<file path="src/rtl/tour_pkg.sv">
`default_nettype none
// ============================================================================
// Module   : tour_pkg
// Purpose  : Shared opcodes, heading codes, response bytes and FSM state type
//            for the knight's-tour command sequencer.
// Revision : 1.0 - initial release
// ============================================================================
package tour_pkg;

   // Command opcodes placed in cmd[15:12]
   localparam logic [3:0] OP_MOVE    = 4'h2;
   localparam logic [3:0] OP_FANFARE = 4'h3;

   // Heading codes placed in cmd[11:4]
   localparam logic [7:0] HDG_NORTH  = 8'h00;
   localparam logic [7:0] HDG_WEST   = 8'h3F;
   localparam logic [7:0] HDG_SOUTH  = 8'h7F;
   localparam logic [7:0] HDG_EAST   = 8'hBF;

   // Response bytes toward the UART wrapper
   localparam logic [7:0] RESP_DONE  = 8'hA5;
   localparam logic [7:0] RESP_POS   = 8'h5A;

   // Index of the final move of a 24-move tour
   localparam logic [4:0] LAST_MOVE  = 5'd23;

   typedef enum logic [2:0] {
      IDLE   = 3'd0,
      VERT   = 3'd1,
      HOLD_V = 3'd2,
      HORZ   = 3'd3,
      HOLD_H = 3'd4
   } state_e;

endpackage : tour_pkg
`default_nettype wire

</file>
<file path="src/rtl/tour_cmd_if.sv">
`default_nettype none
// ============================================================================
// Module   : tour_cmd_if
// Purpose  : Bundle of command/response signals around the tour sequencer.
//            slave = the sequencer itself, master = its surroundings.
// Revision : 1.0 - initial release
// ============================================================================
interface tour_cmd_if;

   logic        start_tour;
   logic [7:0]  move;
   logic [4:0]  mv_indx;
   logic [15:0] cmd_UART;
   logic        cmd_rdy_UART;
   logic        clr_cmd_rdy;
   logic        send_resp;
   logic [15:0] cmd;
   logic        cmd_rdy;
   logic        clr_cmd_rdy_UART;
   logic [7:0]  resp;

   modport slave (
      input  start_tour, move, cmd_UART, cmd_rdy_UART, clr_cmd_rdy, send_resp,
      output mv_indx, cmd, cmd_rdy, clr_cmd_rdy_UART, resp
   );

   modport master (
      output start_tour, move, cmd_UART, cmd_rdy_UART, clr_cmd_rdy, send_resp,
      input  mv_indx, cmd, cmd_rdy, clr_cmd_rdy_UART, resp
   );

endinterface : tour_cmd_if
`default_nettype wire

</file>
<file path="src/rtl/tour_cmd_move_decode.sv">
`default_nettype none
// ============================================================================
// Module   : move_decode
// Purpose  : Splits a one-hot knight move into a vertical leg and a
//            horizontal leg (heading code + square count each).
// Revision : 1.0 - initial release
// ============================================================================
module move_decode
   import tour_pkg::*;
(
   input  logic [7:0] move,
   output logic [7:0] heading_v,
   output logic [3:0] sq_v,
   output logic [7:0] heading_h,
   output logic [3:0] sq_h
);

   // Table lookup of (dx,dy); anything not one-hot falls back to bit0 (+1,+2)
   always_comb begin
      heading_v = HDG_NORTH;
      sq_v      = 4'd2;
      heading_h = HDG_EAST;
      sq_h      = 4'd1;
      case (move)
         8'h02: begin heading_v = HDG_NORTH; sq_v = 4'd2; heading_h = HDG_WEST; sq_h = 4'd1; end
         8'h04: begin heading_v = HDG_NORTH; sq_v = 4'd1; heading_h = HDG_WEST; sq_h = 4'd2; end
         8'h08: begin heading_v = HDG_SOUTH; sq_v = 4'd1; heading_h = HDG_WEST; sq_h = 4'd2; end
         8'h10: begin heading_v = HDG_SOUTH; sq_v = 4'd2; heading_h = HDG_WEST; sq_h = 4'd1; end
         8'h20: begin heading_v = HDG_SOUTH; sq_v = 4'd2; heading_h = HDG_EAST; sq_h = 4'd1; end
         8'h40: begin heading_v = HDG_SOUTH; sq_v = 4'd1; heading_h = HDG_EAST; sq_h = 4'd2; end
         8'h80: begin heading_v = HDG_NORTH; sq_v = 4'd1; heading_h = HDG_EAST; sq_h = 4'd2; end
         default: ;
      endcase
   end

endmodule : move_decode
`default_nettype wire

</file>
<file path="src/rtl/tour_cmd.sv">
`default_nettype none
// ============================================================================
// Module   : tour_cmd
// Purpose  : Multiplexes UART commands with autonomous knight's-tour playback.
//            Each tour move becomes a vertical "move" command followed by a
//            horizontal "move with fanfare" command.
// Revision : 1.0 - initial release
// ============================================================================
module tour_cmd
   import tour_pkg::*;
(
   input  logic       clk,
   input  logic       rst_n,
   tour_cmd_if.slave  bus
);

   state_e      state, state_nxt;
   logic        tour_mode;
   logic [4:0]  mv_indx_q;
   logic [15:0] cmd_q;
   logic        cmd_rdy_q;

   logic        launch, finish, advance, load_v, load_h;
   logic [7:0]  heading_v, heading_h;
   logic [3:0]  sq_v, sq_h;

   move_decode u_move_decode (
      .move      (bus.move),
      .heading_v (heading_v),
      .sq_v      (sq_v),
      .heading_h (heading_h),
      .sq_h      (sq_h)
   );

   // State register
   always_ff @(posedge clk or negedge rst_n) begin
      if (!rst_n) state <= IDLE;
      else        state <= state_nxt;
   end

   // Next-state logic and per-state datapath controls
   always_comb begin
      state_nxt = state;
      launch    = 1'b0;
      finish    = 1'b0;
      advance   = 1'b0;
      load_v    = 1'b0;
      load_h    = 1'b0;
      case (state)
         IDLE: begin
            if (bus.start_tour) begin
               state_nxt = VERT;
               launch    = 1'b1;
            end
         end
         VERT: begin
            load_v = 1'b1;
            // clr wins over a coincident send_resp: only one step per cycle
            if (bus.clr_cmd_rdy) state_nxt = HOLD_V;
         end
         HOLD_V: begin
            if (bus.send_resp) state_nxt = HORZ;
         end
         HORZ: begin
            load_h = 1'b1;
            if (bus.clr_cmd_rdy) state_nxt = HOLD_H;
         end
         HOLD_H: begin
            if (bus.send_resp) begin
               if (mv_indx_q == LAST_MOVE) begin
                  state_nxt = IDLE;
                  finish    = 1'b1;
               end else begin
                  state_nxt = VERT;
                  advance   = 1'b1;
               end
            end
         end
         default: state_nxt = IDLE;
      endcase
   end

   // Tour flag, move index and the registered command toward cmd_proc
   always_ff @(posedge clk or negedge rst_n) begin
      if (!rst_n) begin
         tour_mode <= 1'b0;
         mv_indx_q <= '0;
         cmd_q     <= '0;
         cmd_rdy_q <= 1'b0;
      end else begin
         if (launch) begin
            tour_mode <= 1'b1;
            mv_indx_q <= '0;
         end else if (finish) begin
            tour_mode <= 1'b0;
         end else if (advance) begin
            mv_indx_q <= mv_indx_q + 5'd1;
         end

         // Command is rebuilt every leg cycle so it follows the move memory;
         // ready drops the cycle after the consumer acknowledges it.
         if (load_v) begin
            cmd_q     <= {OP_MOVE, heading_v, sq_v};
            cmd_rdy_q <= ~bus.clr_cmd_rdy;
         end else if (load_h) begin
            cmd_q     <= {OP_FANFARE, heading_h, sq_h};
            cmd_rdy_q <= ~bus.clr_cmd_rdy;
         end else begin
            cmd_rdy_q <= 1'b0;
         end
      end
   end

   assign bus.mv_indx          = mv_indx_q;
   assign bus.cmd              = tour_mode ? cmd_q     : bus.cmd_UART;
   assign bus.cmd_rdy          = tour_mode ? cmd_rdy_q : bus.cmd_rdy_UART;
   assign bus.clr_cmd_rdy_UART = bus.clr_cmd_rdy & ~tour_mode;
   assign bus.resp             = (tour_mode && !((state == HOLD_H) && (mv_indx_q == LAST_MOVE)))
                                 ? RESP_POS : RESP_DONE;

endmodule : tour_cmd
`default_nettype wire

</file>
<file path="src/flat_wrapper.sv">
// flat-port wrapper written by rule: the top's interface ports become plain ports
module tour_cmd_flat import tour_pkg::*;
  (clk, rst_n, bus_start_tour, bus_move, bus_cmd_UART, bus_cmd_rdy_UART, bus_clr_cmd_rdy, bus_send_resp, bus_mv_indx, bus_cmd, bus_cmd_rdy, bus_clr_cmd_rdy_UART, bus_resp);
  tour_cmd_if bus_i ();
  input  logic clk;
  input  logic rst_n;
  input wire logic [$bits(bus_i.start_tour)-1:0] bus_start_tour;
  input wire logic [$bits(bus_i.move)-1:0] bus_move;
  input wire logic [$bits(bus_i.cmd_UART)-1:0] bus_cmd_UART;
  input wire logic [$bits(bus_i.cmd_rdy_UART)-1:0] bus_cmd_rdy_UART;
  input wire logic [$bits(bus_i.clr_cmd_rdy)-1:0] bus_clr_cmd_rdy;
  input wire logic [$bits(bus_i.send_resp)-1:0] bus_send_resp;
  output wire logic [$bits(bus_i.mv_indx)-1:0] bus_mv_indx;
  output wire logic [$bits(bus_i.cmd)-1:0] bus_cmd;
  output wire logic [$bits(bus_i.cmd_rdy)-1:0] bus_cmd_rdy;
  output wire logic [$bits(bus_i.clr_cmd_rdy_UART)-1:0] bus_clr_cmd_rdy_UART;
  output wire logic [$bits(bus_i.resp)-1:0] bus_resp;
  assign bus_i.start_tour = bus_start_tour;
  assign bus_i.move = bus_move;
  assign bus_i.cmd_UART = bus_cmd_UART;
  assign bus_i.cmd_rdy_UART = bus_cmd_rdy_UART;
  assign bus_i.clr_cmd_rdy = bus_clr_cmd_rdy;
  assign bus_i.send_resp = bus_send_resp;
  assign bus_mv_indx = bus_i.mv_indx;
  assign bus_cmd = bus_i.cmd;
  assign bus_cmd_rdy = bus_i.cmd_rdy;
  assign bus_clr_cmd_rdy_UART = bus_i.clr_cmd_rdy_UART;
  assign bus_resp = bus_i.resp;
  tour_cmd u_core (.clk(clk), .rst_n(rst_n), .bus(bus_i));
endmodule
</file>
<file path="config.mk">
export PLATFORM = sky130hd
export DESIGN_NAME = tour_cmd_flat
export DESIGN_NICKNAME = d
export VERILOG_FILES = /design/src/rtl/tour_pkg.sv /design/src/rtl/tour_cmd_if.sv /design/src/rtl/tour_cmd_move_decode.sv /design/src/rtl/tour_cmd.sv /design/src/flat_wrapper.sv
export SDC_FILE = /design/constraint.sdc
export NUM_CORES = 1
export LEC_CHECK = 0
export CORE_ASPECT_RATIO = 0.8
export CORE_UTILIZATION = 41
export CTS_CLUSTER_DIAMETER = 60
export DETAILED_ROUTE_END_ITERATION = 8
export PLACE_DENSITY_LB_ADDON = 0.15
export SETUP_SLACK_MARGIN = 0.5
export SLEW_MARGIN = 20
export SYNTH_ARGS = -nofsm -noshare
export SYNTH_HDL_FRONTEND = slang
export SYNTH_HIERARCHICAL = 1
export SYNTH_SLANG_ARGS = --single-unit
</file>
<file path="constraint.sdc">
create_clock -name clk -period 1.5 [get_ports clk]
set_input_delay 0.15 -clock clk [delete_from_list [all_inputs] [get_ports clk]]
set_output_delay 0.15 -clock clk [all_outputs]
set_load 0.02 [all_outputs]
</file>
==> flow_summary_export.csv <==
group,metric,value,unit
sta,hold_violations,0,
clock_network,clkSlewWorstSetupHoldPaths,0.09,ns
flow_run,max-cap-violations,0,
setup_path,cp-end-kind,"output port",
synthesis,synth_seq_cells,24,
synthesis,yosys.area_share.adder,0.007267,
cells_and_area,layout.cells.most_common_list,"sky130_fd_sc_hd__buf_6 (51), sky130_fd_sc_hd__clkdlybuf4s50_1 (21), sky130_fd_sc_hd__dfrtp_1 (21)",
clock_network,clkLatencyLatePin,0.27,ns
sta,finalClockSkew,0.003012,ns
setup_path,critical_path_peak_fanout,4,
cells_and_area,num_antenna_cells,0,
drt,drtIter0Drc,71,
pwr,vdd.ir_drop.worst,0.9815,mV
cells_and_area,finish.utilization,0.8125,
floorplan,core_area,0.003904,mm²
place,detailedPlace.worstSlack,-0.3712,ns
pwr,power.clock.fraction,0.082,
floorplan,initial_core_util,0.4410,
synthesis,postSynthAreaPerCell,9.672,µm²
clock_network,cts_inserted_buffers,3,
global_route,overflow,0,
drt,wire_length_the_detailed_router_placed_on_met1,2.137,mm
synthesis,synth_cell_type_count,39,
drt,final_antenna_net_count,0,
place,gp_congestion,0.7752,
outcome,outcome,"finished, violations left",
drt,wl,5.478,mm
clock_network,clock_tree.htree_level_count,1,
outcome,failed_checks,"setup timing",
sta,setup_viol,17,
synthesis,synth_enable_flop_cells,0,
min_path,worstHoldPathType,"input pin to asynchronous set/reset pin",
global_route,grt_usage,0.2450,
synthesis,synth_mux_area_frac,0.1933,
clock_network,cts_num_sinks,24,
global_route,grt_antenna_before_repair,0,
cells_and_area,final_layout_size_suffix_gt1_frac,0.6145,
pwr,share_comb_of_total_power,0.689,
drt,met3_wirelength,260,µm
sta,fin_ws,-0.1207,ns
pwr,p_int,2.956,mW
sta,period_minus_slack,1.621,ns
pwr,power_per_cell_area,1549,mW/mm²
pwr,static-leakage-power,1.507,nW
pwr,switchingPower,1.958,mW
global_route,wire_length_of_the_first_global_routing_pass,8.038,mm
synthesis,synth_top_family_by_area,"multiplexers",
synthesis,syn-instance-count,178,
sta,setup_tns,-1.332,ns
synthesis,synth-xor-area-share,0.01526,
synthesis,synth_sequential_area_ratio,0.3488,
setup_path,critPathLaunchType,"flop",
setup_path,cp.required,1.35,ns
floorplan,die_width,74.45,µm
drt,drc,0,
floorplan,die_area,0.004464,mm²
drt,first_pass_iters,4,
synthesis,ys_dominant_reg_cell,"sky130_fd_sc_hd__dfrtp_1",
cells_and_area,area_growth_syn_to_layout,84.23,%
synthesis,post_synthesis_async_set_or_reset_flop_share,1.000,
drt,met2_length,2.990,mm
sta,achievable_frequency,0.6170,GHz
clock_network,postCtsHoldBufs,0,
sta,number_of_max_slew_violations_in_the_final_report,0,
drt,via_count,1670,
sta,layout_worst_path_cycle_share,1.080,
cells_and_area,fin_nets,294,
floorplan,io_pins,61,
place,dp.final_hpwl,3.175,mm
cells_and_area,mostFrequentLayoutCell,"sky130_fd_sc_hd__buf_6",
pwr,sequentialPowerShare,0.228,
synthesis,yosys_warnings,6,
setup_path,worst_setup_path_type,"flop to output port",
synthesis,post_synth_instance_area,0.001722,mm²
sta,final_hold_slack,0.2275,ns
clock_network,cts.root.buffer_cell,"sky130_fd_sc_hd__clkbuf_8",
drt,vias_per_cell,5.268,
cells_and_area,multiInputGateArea,0.001276,mm²
clock_network,clock_tree.buffer_depth,2,
floorplan,die_h,59.96,µm
synthesis,synthSimpleGateAreaFrac,0.1846,
setup_path,critPathArrivalTime,1.47,ns
synthesis,synth-compound-area-share,0.1025,
place,dpl.cell_count,291,
cells_and_area,final_cell_count_without_fillers,317,
sta,setup_repair_after_global_routing_missed_its_margin,"yes",
pwr,power.switching_fraction,0.3984,
floorplan,rows,20,
drt,routed.top_layer,"met4",
drt,wl_per_cell,17.28,µm
place,numPortBuffers,60,
cells_and_area,fillCellCount,229,
global_route,grt_start_max_net_pins,25,
global_route,grt_pass1_vias,1719,
clock_network,tritoncts_clock_tree,"yes",
cells_and_area,layout.area.seq,604.3,µm²
metal layers:
layer | up-vias | GRT usage
met5 | - | 0
met4 | 0 | 0.08625
met3 | 8 | 0.05565
met2 | 67 | 0.4530
met1 | 828 | 0.2762
li1 | 767 | -
Yosys cell counts, types with 2 or more instances:
cell	n	area, µm²
sky130_fd_sc_hd__buf_2	6	30.03
sky130_fd_sc_hd__nor3_1	2	10.01
sky130_fd_sc_hd__nor3b_2	2	25.02
sky130_fd_sc_hd__mux2i_1	13	130.1
sky130_fd_sc_hd__clkbuf_1	2	7.510
sky130_fd_sc_hd__o21ai_0	19	95.09
sky130_fd_sc_hd__xor2_1	2	17.52
sky130_fd_sc_hd__nor4_1	2	12.51
sky130_fd_sc_hd__o211ai_1	2	15.01
sky130_fd_sc_hd__mux2_2	18	202.7
sky130_fd_sc_hd__conb_1	2	7.510
sky130_fd_sc_hd__nor2b_1	4	25.02
sky130_fd_sc_hd__nand2b_1	2	12.51
sky130_fd_sc_hd__buf_4	26	195.2
sky130_fd_sc_hd__nor2_1	5	18.77
sky130_fd_sc_hd__nand3_1	5	25.02
sky130_fd_sc_hd__a21oi_1	7	35.03
sky130_fd_sc_hd__dfrtp_1	24	600.6
sky130_fd_sc_hd__nand2_1	15	56.30
path summary, 6_finish.rpt:
path / from / to / slack (ns) / cells past startpoint
max: u_core/bus.mv_indx[1] / bus_resp[1] / -0.12 / 5
min: rst_n / u_core/bus.mv_indx[4] / 0.23 / 2
max reg2reg: u_core/bus.mv_indx[1] / u_core/bus.mv_indx[3] / -0.10 / 5
min reg2reg: u_core/cmd_q[13] / u_core/cmd_q[13] / 0.50 / 1
max in group asynchronous: rst_n / u_core/tour_mode / 1.00 / 2
min in group clk: bus_move[7] / u_core/cmd_q[10] / 0.47 / 4
logic make-up (layout without fill, tap and decap cells):
group                    after synthesis  count (layout)
multiplexers                          31              31
flip-flops                            24              24
buffers and inverters                 36             110
AND/OR/NAND/NOR                       49              49
adder cells (fa/ha/maj)                1               1
XOR/XNOR                               3               3
AO/OA/AOI/OAI                         32              32
other                                  2              12
final cells by class:
cell class	count	area share
Timing Repair Buffer	106	0.3712
Clock buffer	4	0.01420
Multi-Input combinational cell	128	0.4024
Sequential cell	24	0.1905
Tap cell	55	0.02170
through the flow:
step | cell area, µm² | power (mW)
after detailed placement | 2515 | 3.141
final | 3172 | 4.913
after global routing | 3172 | 5.138
after CTS | 3009 | 4.490
after global placement | 2515 | 3.070
after floorplan | 1968 | 2.472
repair_timing:
action	in CTS	in global routing
buffers inserted	14	4
pin swaps	19	2
endpoints found under the setup margin	53	55
gates cloned	4	0
gates resized for setup	264	33
registers in the layout, summed over array words and instances, names as in the netlist:
signal              flops
u_core/tour_mode        1
u_core/cmd_q           14
u_core/bus.mv_indx      5
u_core/state            3
u_core/cmd_rdy_q        1
critical path, stage by stage, from the launching register on:
cell                      delay (ns)
sky130_fd_sc_hd__dfrtp_2        0.44
sky130_fd_sc_hd__ha_4           0.17
sky130_fd_sc_hd__and4b_1        0.20
sky130_fd_sc_hd__nand3_2        0.09
sky130_fd_sc_hd__and2_4         0.18
sky130_fd_sc_hd__buf_6          0.12
power by group through the flow:
stage               combinational (mW)  sequential (mW)  clock (mW)
finish                            3.39             1.12       0.404
global route                      3.56             1.14       0.440
CTS                               3.01             1.07       0.409
detailed placement                2.11             1.03           0
global placement                  2.05             1.02           0
floorplan                         1.47             1.00           0
Note: power is estimated with default switching activity, not from simulation.
